`config.mk`:
```
export PLATFORM = sky130hd
export DESIGN_NAME = password_lock_ctrl
export DESIGN_NICKNAME = d
export VERILOG_FILES = /design/src/rtl/password_lock_ctrl.sv
export SDC_FILE = /design/constraint.sdc
export NUM_CORES = 1
export LEC_CHECK = 0
export BUFFER_PORTS_ARGS = -buffer_cell sky130_fd_sc_hd__buf_2
export CAP_MARGIN = 20
export CORE_MARGIN = 2
export CORE_UTILIZATION = 35
export DETAILED_ROUTE_END_ITERATION = 16
export SYNTH_ARGS = -nofsm -noshare
export SYNTH_HDL_FRONTEND = slang
export SYNTH_SLANG_ARGS = --single-unit
```
`constraint.sdc`:
```
create_clock -name CLK -period 3.1 [get_ports CLK]
set_input_delay 0.31 -clock CLK [delete_from_list [all_inputs] [get_ports CLK]]
set_output_delay 0.31 -clock CLK [all_outputs]
set_load 0.005 [all_outputs]
```
`src/rtl/password_lock_ctrl.sv`:
```
// Keypad password controller: collects three BCD digits, checks them against a
// stored code, and drives the seven-segment display, try counter and hold timers.
module password_lock_ctrl #(
  parameter logic [11:0] PASSWORD    = 12'h123,
  parameter int unsigned MAX_TRIES   = 6,
  parameter int unsigned PASS_CYCLES = 150_000_000,
  parameter int unsigned LOCK_CYCLES = 500_000_000
) (
  input  logic        CLK,
  input  logic        RST,
  input  logic        key_valid,
  input  logic [3:0]  key_code,
  output logic [11:0] data,
  output logic [3:0]  tries,
  output logic [1:0]  times,
  output logic        unlock,
  output logic        locked
);

  typedef enum logic [1:0] {
    ENTRY = 2'd0,
    CHECK = 2'd1,
    PASS  = 2'd2,
    LOCK  = 2'd3
  } state_t;

  localparam logic [31:0] PASS_LAST = 32'(PASS_CYCLES - 1);
  localparam logic [31:0] LOCK_LAST = 32'(LOCK_CYCLES - 1);
  localparam logic [4:0]  MAX_T     = 5'(MAX_TRIES);

  state_t      state_q, state_d;
  logic [11:0] data_q, data_d;
  logic [3:0]  tries_q, tries_d;
  logic [1:0]  times_q, times_d;
  logic        unlock_q, unlock_d;
  logic        locked_q, locked_d;
  logic [31:0] timer_q, timer_d;

  logic       is_digit, is_clear, is_enter;
  logic [4:0] tries_inc;

  assign is_digit  = key_valid && (key_code <= 4'h9);
  assign is_clear  = key_valid && (key_code == 4'hE);
  assign is_enter  = key_valid && (key_code == 4'hF);
  // One bit wider so the lockout compare cannot wrap when MAX_TRIES is 15.
  assign tries_inc = {1'b0, tries_q} + 5'd1;

  always_ff @(posedge CLK) begin
    if (RST) begin
      state_q  <= ENTRY;
      data_q   <= 12'h000;
      tries_q  <= 4'd0;
      times_q  <= 2'd0;
      unlock_q <= 1'b0;
      locked_q <= 1'b0;
      timer_q  <= 32'd0;
    end else begin
      state_q  <= state_d;
      data_q   <= data_d;
      tries_q  <= tries_d;
      times_q  <= times_d;
      unlock_q <= unlock_d;
      locked_q <= locked_d;
      timer_q  <= timer_d;
    end
  end

  always_comb begin
    state_d  = state_q;
    data_d   = data_q;
    tries_d  = tries_q;
    times_d  = times_q;
    unlock_d = unlock_q;
    locked_d = locked_q;
    timer_d  = timer_q;

    case (state_q)
      ENTRY: begin
        if (is_digit) begin
          if (times_q != 2'd3) begin
            data_d  = {data_q[7:0], key_code};
            times_d = times_q + 2'd1;
          end
        end else if (is_clear) begin
          data_d  = 12'h000;
          times_d = 2'd0;
        end else if (is_enter && (times_q == 2'd3)) begin
          state_d = CHECK;
        end
      end

      CHECK: begin
        if (data_q == PASSWORD) begin
          state_d  = PASS;
          data_d   = 12'hBCC;
          unlock_d = 1'b1;
          timer_d  = 32'd0;
        end else if (tries_inc >= MAX_T) begin
          state_d  = LOCK;
          tries_d  = tries_inc[3:0];
          data_d   = 12'hDDD;
          times_d  = 2'd0;
          locked_d = 1'b1;
          timer_d  = 32'd0;
        end else begin
          state_d = ENTRY;
          tries_d = tries_inc[3:0];
          data_d  = 12'h000;
          times_d = 2'd0;
        end
      end

      PASS: begin
        timer_d = timer_q + 32'd1;
        // A clear key ends the hold early exactly as the timeout does.
        if ((timer_q == PASS_LAST) || is_clear) begin
          state_d  = ENTRY;
          data_d   = 12'h000;
          times_d  = 2'd0;
          tries_d  = 4'd0;
          unlock_d = 1'b0;
          timer_d  = 32'd0;
        end
      end

      LOCK: begin
        timer_d = timer_q + 32'd1;
        if (timer_q == LOCK_LAST) begin
          state_d  = ENTRY;
          tries_d  = 4'd0;
          data_d   = 12'h000;
          locked_d = 1'b0;
          timer_d  = 32'd0;
        end
      end

      default: state_d = ENTRY;
    endcase
  end

  assign data   = data_q;
  assign tries  = tries_q;
  assign times  = times_q;
  assign unlock = unlock_q;
  assign locked = locked_q;

endmodule

```
==> results of run 1 <==
## flip-flops by register name (all words and copies together) (netlist names)
register	cells
tries	4
data	12
locked	1
times	2
unlock	1
timer_q	32
state_q	2
## through the flow
step	setup slack [ns]	utilization [%]
finish	0.448	39.7
global route	0.239	39.7
detailed placement	0.459	38.5
global placement	0.585	38.5
CTS	0.452	39.7
floorplan	0.805	-
## layout make-up
type                       instances  area, um^2  share of cell area, %
inverter                          12        45.0                   1.23
sequential                        54        1080                   29.4
multi-input combinational        313        2090                   56.9
clock inverter                     3        47.5                   1.30
timing repair buffer              31         180                   4.91
tap                              129         161                   4.40
clock buffer                       5        68.8                   1.87
## metal layers
layer,vias to the layer above,track usage (%),routed length (um)
li1,1556,-,-
met1,1548,22.7,4230
met2,50,27.8,4120
met3,6,2.48,223
met4,0,4.99,90
met5,-,0,0
## cells in the final DEF (no fill, tap or decap), drive strengths merged, types with 14 or more instances in the layout
cell type	instances
nand2	42
nand3	32
nand4	15
or4	18
dfxtp	54
a31oi	14
buf	31
nor2	30
o21ai	15
a21oi	32
## synth_stat cells (3+ instances only)
library cell | count | area (um^2)
dfxtp_1 | 54 | 1080
nand2_1 | 41 | 154
nand3_1 | 32 | 160
a21oi_1 | 31 | 155
nor2_1 | 29 | 109
or4_1 | 18 | 135
a31oi_1 | 14 | 87.6
o21ai_0 | 14 | 70.1
nand4_1 | 13 | 81.3
inv_1 | 12 | 45.0
and3_1 | 10 | 62.6
clkbuf_1 | 10 | 37.5
ha_1 | 9 | 113
a211oi_2 | 8 | 100
buf_2 | 7 | 35.0
nand4b_1 | 7 | 61.3
nor3_1 | 7 | 35.0
mux2i_1 | 6 | 60.1
a21o_1 | 4 | 30.0
nand3b_1 | 4 | 30.0
nor3b_1 | 4 | 30.0
and2_1 | 3 | 18.8
nand2b_1 | 3 | 18.8
nor4_1 | 3 | 18.8
nor4_2 | 3 | 37.5
nor4bb_1 | 3 | 30.0
## kinds of logic after synthesis
kind of cell / after synthesis / synth area share (%)
fa+ha+maj: 9 / 3.38
flops: 54 / 32.5
simple gates: 200 / 36.0
mux: 6 / 1.80
buf+inv: 34 / 4.81
compound gates: 98 / 21.5
## tightest hold or removal path: stages
cell,delay (ns)
buf_2,0.11
nand3_1,0.07
a21oi_1,0.07
## worst min-delay path by stage
stage	startpoint	endpoint	slack, ns
after floorplan	timer_q[31]	timer_q[31]	0.45
after global placement	timer_q[1]	timer_q[1]	0.47
after detailed placement	locked	locked	0.49
after CTS	key_code[1]	data[1]	0.27
after global routing	key_code[1]	data[1]	0.28
final	key_code[1]	data[1]	0.28
## power groups by stage
stage | registers (uW) | logic, uW | clock network [uW]
2_1_floorplan | 729 | 55.0 | 0
3_3_place_gp | 730 | 80.0 | 0
3_5_place_dp | 730 | 81.7 | 0
4_1_cts | 715 | 81.7 | 522
5_1_grt | 716 | 90.0 | 545
6_report | 715 | 81.0 | 509
==> flow_summary.yaml, run 1 <==
clocking:
  post_cts_buffers: 0
  insertion_delay_ns: 0.32
  cts_tree: "yes"
  clock_sinks: 54
  htree_levels: 2
  cts_resized: 0
  cts-root-buf: "clkbuf_8"
  holdBufCountCts: 0
  cts_buffer_depth: 2
  numCtsBuffers: 5
  path_clk_slew_ns: 0.11
detailed_routing:
  route.detailed.drc: 0
  avgRoutedWirePerCell_um: 15.8
  viasPerCell: 5.78
  num_vias: 3160
  routed_wl_um: 8660
  ant_nets: 0
  drt_iter0_markers: 234
  firstDrtPassIters: 4
global_routing:
  grt_max_degree: 50
  antenna_found_initial: 0
  grt_usage_pct: 16.8
  grt_pass1_wl_um: 14100
  overflow: 0
  grt_pass1_vias: 2885
setup_path:
  crit_fanout: 27
  cp_top_family: "simple AND/OR/NAND/NOR gates"
  crit_cells: 7
  slowest_stage: "o31ai_4"
  rrSetupSlack_ns: 0.45
  crit_arrival_ns: 2.84
  crit_path_start: "timer_q[0]"
  critPathKind: "reg2reg"
  crit_required_ns: 3.29
  r2r_start: "timer_q[0]"
  rr_worst_depth: 7
  setup.worst_path.end: "timer_q[28]"
  cp_num_buf_inv: 0
  timing.rr.end: "timer_q[28]"
  max_stage_delay_ns: 0.53
  worstPathCellList: "ha_1 -> nand3_1 -> or2_0 -> o31ai_4 -> nand2_2 -> a22oi_1 -> a21oi_1"
  crit_path_end_kind: "flop"
  cp-start-kind: "flop"
die:
  die_y_um: 102
  core_area_um2: 9240
  start_util_pct: 36.0
  dieArea_um2: 10300
  ioPinCount: 27
  std_cell_rows: 35
  die_x_um: 102
final_layout:
  fill_cells: 945
  syn_to_final_growth_pct: 10.3
  nets: 433
  drive_gt1_share_pct: 15.6
  diodes: 0
  fin_cells: 547
  final_area_um2: 3670
timing:
  rsz0062_at_grt: "false"
  fin_worst_skew_ns: 0.0159
  finalSetupViolCount: 0
  fin_crit_ns: 2.65
  worst_pin_slew_ns: 1.02
  slew_headroom_pct: 32.0
  hold_violations: 0
  drv_slew: 0
  finalSetupTns_ns: 0
  max_freq_ghz: 0.377
  hold_ws_ns: 0.277
  finalCritPeriodShare_pct: 85.5
power_and_ir_drop:
  p_per_area_nw_per_um2: 355
  pwr-share-comb_pct: 6.2
  seq_power_share_pct: 54.8
  p_int_uw: 982
  sw_frac_of_total_pct: 24.7
  netSwitchingPower_uw: 322
  power_leakage_uw: 0.00127
  vdd_drop_max_mv: 0.177
  clkPwrFrac_pct: 39.0
  power_uw: 1300
logic_synthesis:
  ys_seq_elements: 54
  ys_async_sr_fraction_pct: 0
  synth_flop_cell: "dfxtp_1"
  synth_cell_types: 68
  ys_seq_area_share_pct: 32.5
  synth-edff-count: 0
  netlist_area_um2: 3330
  synthCells: 401
  yosys_warnings: 0
  synth.avg_cell_area_um2: 8.30
  syn_nets: 417
hold_path:
  hp-class: "in2reg"
  min_path_cells: 3
placed_design:
  dpl-instance-area_um2: 3550
  numPortBuffers: 26
  gp_congestion: 0.856
  dpl.hpwl_um: 6080
  place_inst: 539
run_status:
  status: "complete, no violations"
job:
  maxCapViolCount: 0
(Power assumes the default switching activity.)
==> run 2, diff against run 1 <==
Settings changed: CELL_PAD_IN_SITES_DETAIL_PLACEMENT from default to 1, CELL_PAD_IN_SITES_GLOBAL_PLACEMENT from default to 2, CORE_UTILIZATION 35 to 32, PLACE_DENSITY_LB_ADDON from default to 0.1.
==> flow_summary.yaml, run 2 (synthesis results as in run 1) <==
power_and_ir_drop:
  power_leakage_uw: 0.00126
  power_uw: 1240
  p_per_area_nw_per_um2: 337
  vdd_drop_max_mv: 0.153
global_routing:
  antenna_found_initial: 0
  grt_pass1_vias: 3154
  grt_usage_pct: 18.7
  grt_pass1_wl_um: 17000
  overflow: 0
  grt_max_degree: 44
detailed_routing:
  firstDrtPassIters: 4
  num_vias: 3124
  routed_wl_um: 9850
  viasPerCell: 5.63
  route.detailed.drc: 0
  drt_iter0_markers: 80
  avgRoutedWirePerCell_um: 17.7
  ant_nets: 0
timing:
  slew_headroom_pct: 34.1
  fin_worst_skew_ns: 0.00837
  finalCritPeriodShare_pct: 83.5
  hold_violations: 0
  finalSetupTns_ns: 0
  rsz0062_at_grt: "false"
  fin_crit_ns: 2.59
  setup_slack_ns: 0.510
  finalSetupViolCount: 0
  max_freq_ghz: 0.386
  drv_slew: 0
  worst_pin_slew_ns: 0.984
setup_path:
  setup.worst_path.end: "timer_q[21]"
  critPathKind: "reg2reg"
  rrSetupSlack_ns: 0.51
  crit_required_ns: 3.35
  crit_path_end_kind: "flop"
  crit_fanout: 13
  cp-start-kind: "flop"
  rr_worst_depth: 8
  crit_arrival_ns: 2.84
  crit_path_start: "tries[1]"
  r2r_start: "tries[1]"
  timing.rr.end: "timer_q[21]"
job:
  maxCapViolCount: 0
run_status:
  status: "complete, no violations"
die:
  start_util_pct: 32.5
  dieArea_um2: 11200
  die_x_um: 106
  std_cell_rows: 37
  ioPinCount: 27
  die_y_um: 106
  core_area_um2: 10200
clocking:
  clock_sinks: 54
  cts_tree: "yes"
  cts-root-buf: "clkbuf_8"
  holdBufCountCts: 0
  post_cts_buffers: 0
  insertion_delay_ns: 0.33
  numCtsBuffers: 5
  cts_resized: 0
  htree_levels: 2
  cts_buffer_depth: 2
  path_clk_slew_ns: 0.11
placed_design:
  dpl.hpwl_um: 7050
  gp_congestion: 0.790
  pre_cts_ws_ns: 0.535
  numPortBuffers: 26
  place_inst: 547
final_layout:
  drive_gt1_share_pct: 15.8
  syn_to_final_growth_pct: 10.1
  top_register: "timer_q"
  fill_cells: 1233
  nets: 434
  final_cell_mix: "54 x dfxtp_1, 41 x nand2_1, 32 x nand3_1"
  largest_reg_flops: 32
  final_common_cell: "dfxtp_1"
  fin_cells: 555
  diodes: 0
hold_path:
  hp-class: "in2reg"
-- run 2: cell count changes in the layout (fill, tap and decap cells not counted), sizes merged --
| cell | previous run | this run |
|---|---|---|
| bufinv | 1 | 0 |
| clkinvlp | 0 | 1 |
| buf | 31 | 32 |
-- run 2: routing by layer --
| metal | share of wire (%) | vias up | track usage, % |
|---|---|---|---|
| li1 | - | 1546 | - |
| met1 | 50 | 1544 | 26.1 |
| met2 | 47 | 27 | 30.3 |
| met3 | 1.7 | 7 | 2.70 |
| met4 | 1.0 | 0 | 4.89 |
| met5 | 0 | - | 0 |
-- run 2: critical path: stages, from the launching register on --
cell	delay (ns)
dfxtp_1	0.42
inv_1	0.06
ha_1	0.29
nor3b_1	0.15
mux2i_1	0.23
a211oi_1	0.16
nor2_1	0.78
nand2_1	0.16
o31ai_1	0.27
-- run 2: worst min path at each step --
stage           startpoint          end  slack [ns]  depth (start not counted)
2_1_floorplan  timer_q[31]  timer_q[31]        0.45                          2
6_report       key_code[1]      data[1]        0.26                          3
4_1_cts        key_code[1]      data[1]        0.25                          3
5_1_grt        key_code[1]      data[1]        0.26                          3
3_3_place_gp    timer_q[1]   timer_q[1]        0.48                          2
3_5_place_dp    timer_q[1]   timer_q[1]        0.49                          2
-- run 2: cell type report --
class                      instances  area, um^2  area share, %
clock buffer                       5        68.8           1.88
clock inverter                     3        25.0          0.683
tap                              136         170           4.64
inverter                          12        45.0           1.23
multi-input combinational        313        2090           56.9
sequential                        54        1080           29.5
timing repair buffer              32         188           5.12
-- run 2: power by group --
part	switching, uW	leakage [uW]	internal (uW)
Combinational	50.8	0.000783	32.2
Sequential	10.6	0.000437	704
Clock	274	0.0000447	164
-- run 2: through the flow --
stage	cell area (um^2)	hold WS, ns	utilization (%)
after floorplan	3330	0.450	-
after global placement	3570	0.481	34.9
after detailed placement	3570	0.488	34.9
after CTS	3660	0.248	35.8
after global routing	3660	0.261	35.8
final	3660	0.265	35.8
==> run 3, diff against run 2 <==
Clock period 3.1 ns to 2.5 ns, I/O delays scaled along.
==> flow_summary.yaml, run 3 (synthesis results as in run 1) <==
run_status:
  status: "complete, no violations"
power_and_ir_drop:
  vdd_drop_max_mv: 0.188
  p_per_area_nw_per_um2: 415
  power_leakage_uw: 0.00140
final_layout:
  fin_util_pct: 38.2
  multi_input_area_um2: 2110
  diodes: 0
  final_cell_mix: "51 x dfxtp_1, 41 x nand2_1, 31 x nand3_1, 31 x a21oi_1, 28 x nor2_1"
  seq_area_um2: 1080
  top_register: "timer_q"
  final_common_cell: "dfxtp_1"
  syn_to_final_growth_pct: 17.6
  largest_reg_flops: 32
  drive_gt1_share_pct: 22.3
  nets: 458
  fill_cells: 1245
timing:
  finalSetupTns_ns: 0
  fin_worst_skew_ns: 0.00665
  finalSetupViolCount: 0
  worst_pin_slew_ns: 0.652
  fin_crit_ns: 2.37
  max_freq_ghz: 0.422
  slew_headroom_pct: 56.5
  finalCritPeriodShare_pct: 94.8
  drv_slew: 0
  hold_violations: 0
setup_path:
  cp_top_family: "simple AND/OR/NAND/NOR gates"
  crit_arrival_ns: 2.59
  cp-start-kind: "flop"
  crit_path_end_kind: "flop"
  crit_fanout: 6
  worstPathCellList: "ha_2 -> and3_2 -> nand3_2 -> o41ai_4 -> and4_1 -> o31ai_2 -> a31o_1"
  crit_path_start: "timer_q[0]"
  cp_num_buf_inv: 0
  critPathKind: "reg2reg"
  crit_required_ns: 2.72
  r2r_start: "timer_q[0]"
  max_stage_delay_ns: 0.45
  slowest_stage: "and4_1"
die:
  dieArea_um2: 11200
  die_x_um: 106
  std_cell_rows: 37
  core_area_um2: 10200
  start_util_pct: 32.5
  ioPinCount: 27
  die_y_um: 106
global_routing:
  grt_pass1_wl_um: 17300
  grt_pass1_vias: 3353
  grt_max_degree: 50
  antenna_found_initial: 0
  grt_usage_pct: 19.1
  overflow: 0
detailed_routing:
  drt_iter0_markers: 125
  firstDrtPassIters: 6
  route.detailed.drc: 0
  avgRoutedWirePerCell_um: 17.7
  viasPerCell: 5.52
  ant_nets: 0
  num_vias: 3195
  routed_wl_um: 10300
placed_design:
  numPortBuffers: 26
  dpl.hpwl_um: 7360
  gp_congestion: 0.783
clocking:
  numCtsBuffers: 5
  path_clk_slew_ns: 0.11
  cts-root-buf: "clkbuf_8"
  htree_levels: 2
  cts_tree: "yes"
  cts_buffer_depth: 2
  clock_sinks: 54
  insertion_delay_ns: 0.32
job:
  maxCapViolCount: 0
hold_path:
  hp-class: "in2reg"
  min-delay-start: "key_code[1]"
==> run 3: final timing paths <==
check                           cells after the start  slack, ns    endpoint
worst max-delay path                                7       0.13    tries[2]
worst min-delay path                                3       0.20     data[1]
worst max register to register                      7       0.13    tries[2]
worst min register to register                      2       0.50  timer_q[1]
==> run 3: metal layers <==
metal	vias to the layer above	wire length (um)	track usage [%]
met3	10	188	2.64
met2	26	4870	32.3
met4	0	111	4.70
met1	1558	5100	25.7
met5	-	0	0
li1	1601	-	-
==> run 3: through the flow <==
stage / area [um^2] / std cells / hold slack (ns) / power, uW / worst slack, ns
final: 3910 / 579 / 0.197 / 1620 / 0.130
after global routing: 3910 / 579 / 0.215 / 1700 / -0.000677
after CTS: 3860 / 576 / 0.188 / 1650 / 0.00848
after detailed placement: 3740 / 568 / 0.494 / 1020 / -0.132
after global placement: 3740 / 568 / 0.478 / 1020 / 0.0250
after floorplan: 3330 / 401 / 0.402 / 972 / 0.205
==> run 3: area by class of cell <==
class / count / share of cell area, %
clock inverters: 3 / 1.15
clock buffers: 5 / 1.76
repair buffers: 56 / 10.0
inverters: 12 / 1.15
flip-flops and latches: 54 / 27.7
well taps: 136 / 4.35
multi-input cells: 313 / 53.8
==> run 3: timing repair <==
action | in CTS | in global routing
pin swaps | 1 | 4
hold buffers | 0 | 0
gates cloned | 0 | 0
resized for setup | 1 | 9
endpoints found under the setup margin | 9 | 51
setup buffers | 0 | 3
==> run 3: tightest hold or removal path, stage by stage <==
cell and delay (ns):
buf_2 0.11, nand3_1 0.06, a21oi_1 0.06
==> run 3: power breakdown <==
| part | internal (uW) | switching (uW) | leakage (uW) | total, uW |
|---|---|---|---|---|
| clock network | 299 | 328 | 0.0000504 | 626 |
| registers | 873 | 13.0 | 0.000438 | 886 |
| logic | 45.9 | 65.4 | 0.000916 | 111 |
